[config.mk]
export PLATFORM = sky130hd
export DESIGN_NAME = led_pwm_array
export DESIGN_NICKNAME = d
export VERILOG_FILES = /design/src/rtl/led_pwm_array.sv
export SDC_FILE = /design/constraint.sdc
export NUM_CORES = 1
export LEC_CHECK = 0
export ABC_AREA = 1
export ABC_CLOCK_PERIOD_IN_PS = 2500
export CELL_PAD_IN_SITES_DETAIL_PLACEMENT = 1
export CELL_PAD_IN_SITES_GLOBAL_PLACEMENT = 1
export CORE_UTILIZATION = 44
export DETAILED_ROUTE_END_ITERATION = 12
export DONT_BUFFER_PORTS = 1
export GPL_ROUTABILITY_DRIVEN = 0
export MAX_ROUTING_LAYER = met4
export PLACE_DENSITY_LB_ADDON = 0.1
export SLEW_MARGIN = 20
export SYNTH_ARGS = -nofsm -noshare
export SYNTH_HDL_FRONTEND = slang
export SYNTH_SLANG_ARGS = --single-unit
export TNS_END_PERCENT = 50
[constraint.sdc]
create_clock -name clk -period 2.5 [get_ports clk]
set_input_delay 0.5 -clock clk [delete_from_list [all_inputs] [get_ports clk]]
set_output_delay 0.5 -clock clk [all_outputs]
set_load 0.01 [all_outputs]
[src/rtl/led_pwm_array.sv]
`timescale 1ns/1ps
// led_pwm_array: CHANNELS LED drivers (OFF/ON/BLINK/PWM) sharing one prescale counter.
// Define LED_SYNC_UPDATE_EN to defer config writes to each channel's period boundary.
module led_pwm_array #(
    parameter int CHANNELS = 4,
    parameter int CNT_W    = 26,
    parameter int PWM_W    = 8
) (
    input  logic                clk,
    input  logic                rst,
    input  logic                cfg_valid,
    output logic                cfg_ready,
    input  logic [2:0]          cfg_ch,
    input  logic [1:0]          cfg_mode,
    input  logic [4:0]          cfg_tap,
    input  logic [PWM_W-1:0]    cfg_duty,
    output logic [CHANNELS-1:0] led_out
);

    typedef enum logic [1:0] {
        MODE_OFF   = 2'd0,
        MODE_ON    = 2'd1,
        MODE_BLINK = 2'd2,
        MODE_PWM   = 2'd3
    } mode_e;

    localparam logic [4:0] TAP_MAX = 5'(CNT_W - 1);

    logic [CNT_W-1:0] cnt_q;
    logic             xfer;
    logic [4:0]       tap_clamped;
    mode_e            mode_in;

    assign xfer        = cfg_valid && cfg_ready;
    assign tap_clamped = (32'(cfg_tap) >= CNT_W) ? TAP_MAX : cfg_tap;
    assign mode_in     = mode_e'(cfg_mode);

    always_ff @(posedge clk) begin
        if (rst) begin
            cnt_q <= '0;
        end else begin
            cnt_q <= cnt_q + 1'b1;
        end
    end

`ifdef LED_SYNC_UPDATE_EN
    logic [CHANNELS-1:0] pend_vec;
    logic [7:0]          pend_pad;

    // Zero-padded so out-of-range channel indices read as "not pending" (ready).
    assign pend_pad  = 8'(pend_vec);
    assign cfg_ready = !pend_pad[cfg_ch];
`else
    assign cfg_ready = 1'b1;
`endif

    for (genvar i = 0; i < CHANNELS; i++) begin : g_ch
        mode_e            mode_q;
        logic [4:0]       tap_q;
        logic [PWM_W-1:0] duty_q;
        logic [PWM_W-1:0] phase_q;
        logic             led_q;
        logic             led_nxt;
        logic             hit;
        logic             step;
        logic             wrap;
        logic [CNT_W-1:0] mask;

        assign hit  = (cfg_ch == 3'(i));
        assign mask = ~({CNT_W{1'b1}} << tap_q);
        assign step = ((cnt_q & mask) == mask);
        assign wrap = step && (phase_q == '1);

        always_comb begin
            led_nxt = 1'b0;
            case (mode_q)
                MODE_OFF:   led_nxt = 1'b0;
                MODE_ON:    led_nxt = 1'b1;
                MODE_BLINK: led_nxt = phase_q[PWM_W-1];
                MODE_PWM:   led_nxt = (phase_q < duty_q);
                default:    led_nxt = 1'b0;
            endcase
        end

        // Phase keeps counting across config changes so the period never restarts.
        always_ff @(posedge clk) begin
            if (rst) begin
                phase_q <= '0;
                led_q   <= 1'b0;
            end else begin
                led_q <= led_nxt;
                if (step) begin
                    phase_q <= phase_q + 1'b1;
                end
            end
        end

`ifdef LED_SYNC_UPDATE_EN
        mode_e            sh_mode_q;
        logic [4:0]       sh_tap_q;
        logic [PWM_W-1:0] sh_duty_q;
        logic             pend_q;
        logic             apply;

        // Static modes have no period to protect, so they take the update at once.
        assign apply = pend_q &&
                       ((mode_q == MODE_OFF) || (mode_q == MODE_ON) || wrap);

        always_ff @(posedge clk) begin
            if (rst) begin
                mode_q    <= MODE_OFF;
                tap_q     <= '0;
                duty_q    <= '0;
                sh_mode_q <= MODE_OFF;
                sh_tap_q  <= '0;
                sh_duty_q <= '0;
                pend_q    <= 1'b0;
            end else begin
                if (apply) begin
                    mode_q <= sh_mode_q;
                    tap_q  <= sh_tap_q;
                    duty_q <= sh_duty_q;
                    pend_q <= 1'b0;
                end
                if (xfer && hit) begin
                    sh_mode_q <= mode_in;
                    sh_tap_q  <= tap_clamped;
                    sh_duty_q <= cfg_duty;
                    pend_q    <= 1'b1;
                end
            end
        end

        assign pend_vec[i] = pend_q;
`else
        always_ff @(posedge clk) begin
            if (rst) begin
                mode_q <= MODE_OFF;
                tap_q  <= '0;
                duty_q <= '0;
            end else if (xfer && hit) begin
                mode_q <= mode_in;
                tap_q  <= tap_clamped;
                duty_q <= cfg_duty;
            end
        end
`endif

        assign led_out[i] = led_q;
    end

endmodule
==> summary.md <==
| Metric | Value |
|---|---|
| Fill cell instance count of the final layout | `between 2000 and 2500` |
| Critical path peak fanout | `10` |
| Row cnt | `46` |
| Layout cell share with drive strength beyond 1 | `0.0856` |
| Register area share after synthesis | `0.334` |
| Critical path launch point | `cnt_q[14]` |
| Number of nets in the final layout | `about 1100` |
| Post-synthesis average cell area | `6.74 um^2` |
| Pre-antenna DRT Iters | `5` |
| Antenna violations before repair | `0` |
| Wire length of the first global-routing pass | `about 36 mm` |
| Routed wire length | `22.7 mm` |
| Maximum clock insertion buffer count | `2` |
| Initial standard-cell utilization of the core | `0.455` |
| Fmax | `between 0.5 and 0.6 GHz` |
| Clk Latency, worst-skew pair | `0.43 ns` |
| Startpoint type of the worst setup path | `flop` |
| TNS Setup | `0 ns` |
| Clock-pin slew on the worst setup and hold paths | `approximately 0.060 ns` |
| Worst VDD drop | `0.519 mV` |
| Count of cell types in the netlist | `37` |
| Hold Violations, Final | `0` |
| Number of max-slew violations in the final report | `0` |
| Type of element capturing the critical path | `flop` |
| TritonCTS Sinks | `122` |
| Max capacitance violation total | `0` |
| Cell area after layout | `around 0.008 mm^2` |
| Via density per instance | `5.43` |
| Resize count post-CTS | `0` |
| Reg2Reg Launch Point | `cnt_q[14]` |
| Data required time of the worst path | `approximately 2.8 ns` |
| Port-buffer cells | `0` |
| DR WL/cell | `17.4 um` |
| Crit path arrival time | `around 2.3 ns` |
| Number of setup violations in the final report | `0` |
| Clock tree from TritonCTS | `done` |
| Synthesized instance count | `1084` |
| Share of Yosys cell area claimed by the top area cell type | `0.334` |
| Slew at the pin closest to its max-slew limit | `0.644 ns` |
| R2r worst-path depth | `11` |
| Slew margin rel. | `0.570` |
| Netlist area before placement | `0.00731 mm^2` |
| Cell types occupying the most area after synthesis | `sky130_fd_sc_hd__dfxtp_1 33%, sky130_fd_sc_hd__nand2_1 12%, sky130_fd_sc_hd__a21oi_1 8.4%` |
| Layout-stage area growth over the synthesis result | `9.42%` |
| Layout Skew | `roughly 0.013 ns` |
| Cell type contributing the most total cell area after synthesis | `sky130_fd_sc_hd__dfxtp_1` |
| CTS Buf Count | `17` |
| Number of global-route vias before repair | `a little under 7000` |
| Library cell used as clock root buffer | `sky130_fd_sc_hd__clkbuf_16` |
| Shortest clock period the worst path allows after layout | `1.97 ns` |
| Run status | `completed` |
| Final period utilization | `0.787` |
| Startpoint of the most critical hold path | `rst` |
| Level count of the clock H-tree | `4` |
| GRT Overall Usage | `0.291` |
| Hold-fix buffers, CTS | `0` |
| Full die area | `0.0171 mm^2` |
| Core Box Area | `between 0.015 and 0.02 mm^2` |
| Die height | `approximately 130 um` |
| Via count | `between 7000 and 8000` |
| Critical path type | `flop to flop` |
| Number of remaining DRC errors | `0` |
| Total global routing overflow | `0` |
| Width of the die | `approximately 130 um` |
| DP Area | `0.00741 mm^2` |
| Class of the tightest hold or removal check | `input pin to flop` |
| Largest net degree at the start of global routing | `between 40 and 50` |
| Number of storage elements in the synthesis netlist | `approximately 120` |
| Total power divided by cell area | `~670 mW/mm^2` |
| Violation count after the first detailed-routing iteration | `approximately 400` |
| Final core utilization | `0.498` |
| RSZ-0062 raised after global routing | `no` |
| Nets in the synthesized netlist | `1138` |
| Post-route ant nets | `0` |
| Depth of the worst hold-timing path | `1` |
| Number of buffers inserted by post-CTS setup repair | `0` |
| Number of antenna repair diodes | `0` |
| Leak Pwr | `between 3 and 4 nW` |
| Number of warning messages in the yosys log | `0` |
| HPWL Detailed | `around 17 mm` |
| Top-Level Pins | `26` |
[path summary, 6_finish.rpt]
| path | to | slack, ns |
|---|---|---|
| setup / recovery | g_ch[1].phase_q[5] | 0.53 |
| hold / removal | cnt_q[24] | 0.14 |
| setup reg to reg | g_ch[1].phase_q[5] | 0.53 |
| hold reg to reg | g_ch[3].duty_q[2] | 0.46 |
[cell families (layout without fill, tap and decap cells)]
kind of cell	after synthesis	after routing	share of synthesized area
simple gates	494	494	0.311
compound gates	246	246	0.171
buf+inv	161	163	0.0954
flops	122	122	0.334
fa+ha+maj	33	33	0.0565
xor+xnor	27	27	0.0324
other cells	1	1	0.000513
[critical path: stages (launching register included)]
cell and delay (ns):
sky130_fd_sc_hd__dfxtp_1 0.52, sky130_fd_sc_hd__nand2_2 0.14, sky130_fd_sc_hd__inv_2 0.10, sky130_fd_sc_hd__nand3_1 0.13
sky130_fd_sc_hd__nand2_1 0.11, sky130_fd_sc_hd__nand2_1 0.06, sky130_fd_sc_hd__nor2_1 0.11, sky130_fd_sc_hd__nand2_1 0.12
sky130_fd_sc_hd__nor2_4 0.26, sky130_fd_sc_hd__nand2_2 0.17, sky130_fd_sc_hd__nand2_1 0.09, sky130_fd_sc_hd__a21oi_1 0.06
[metrics by stage]
| stage | setup WS, ns | power, W | instances | hold WS (ns) |
|---|---|---|---|---|
| 2_1_floorplan | 0.877 | 0.00274 | 1084 | 0.424 |
| 3_3_place_gp | 0.571 | 0.00288 | 1270 | 0.436 |
| 3_5_place_dp | 0.548 | 0.00290 | 1270 | 0.452 |
| 4_1_cts | 0.529 | 0.00537 | 1302 | 0.124 |
| 5_1_grt | 0.309 | 0.00558 | 1302 | 0.124 |
| 6_report | 0.532 | 0.00533 | 1302 | 0.142 |
[placed cells by master (no fill, tap or decap), types with 14 or more instances in the layout]
| cell | instances |
|---|---|
| sky130_fd_sc_hd__nor3_1 | 17 |
| sky130_fd_sc_hd__nand3_1 | 84 |
| sky130_fd_sc_hd__nand2_1 | 235 |
| sky130_fd_sc_hd__nor2_4 | 14 |
| sky130_fd_sc_hd__o21ai_0 | 112 |
| sky130_fd_sc_hd__clkbuf_16 | 17 |
| sky130_fd_sc_hd__xor2_1 | 19 |
| sky130_fd_sc_hd__dfxtp_1 | 122 |
| sky130_fd_sc_hd__ha_1 | 33 |
| sky130_fd_sc_hd__nor2_1 | 98 |
| sky130_fd_sc_hd__inv_1 | 115 |
| sky130_fd_sc_hd__a21oi_1 | 122 |
[power by group]
part / leakage [nW] / total, W / internal, W / switching (W)
Sequential: 0.990 / 0.00213 / 0.00203 / 0.000106
Clock: 0.284 / 0.00247 / 0.00152 / 0.000949
Combinational: 2.15 / 0.000727 / 0.000271 / 0.000456
Total: 3.43 / 0.00533 / 0.00382 / 0.00151
[Yosys cell counts (all sizes together)]
cell type / n
a21oi: 122
a31oi: 1
and3: 1
buf: 16
clkbuf: 21
clkinv: 1
conb: 1
dfxtp: 122
ha: 33
inv: 123
nand2: 252
nand3: 89
nand4: 10
nor2: 118
nor3: 18
nor3b: 2
nor4: 1
o211ai: 4
o21ai: 119
or2: 2
or3: 1
xnor2: 8
xor2: 19
[final cells by class]
type | instances | area [um^2] | share of cell area
well taps | 216 | 270 | 0.0338
repair buffers | 7 | 65.1 | 0.00814
clock inverters | 10 | 118 | 0.0147
clock buffers | 22 | 464 | 0.0581
inverters | 124 | 468 | 0.0585
flip-flops and latches | 122 | 2440 | 0.305
multi-input cells | 801 | 4170 | 0.521
[flip-flops by register name, summed over array words and instances (netlist names)]
register and cells:
g_ch.duty_q 32, g_ch.led_q 4, cnt_q 26, g_ch.phase_q 32, g_ch.tap_q 20, g_ch.mode_q 8
[layer usage]
metal	share of wire	track usage	wire (um)	vias up
met3	0.038	0.0578	869	30
met5	0	-	0	-
met4	0.016	0.0805	364	0
met1	0.48	0.370	10800	3392
li1	-	-	-	3518
met2	0.47	0.468	10600	124
(Power assumes the default switching activity.)
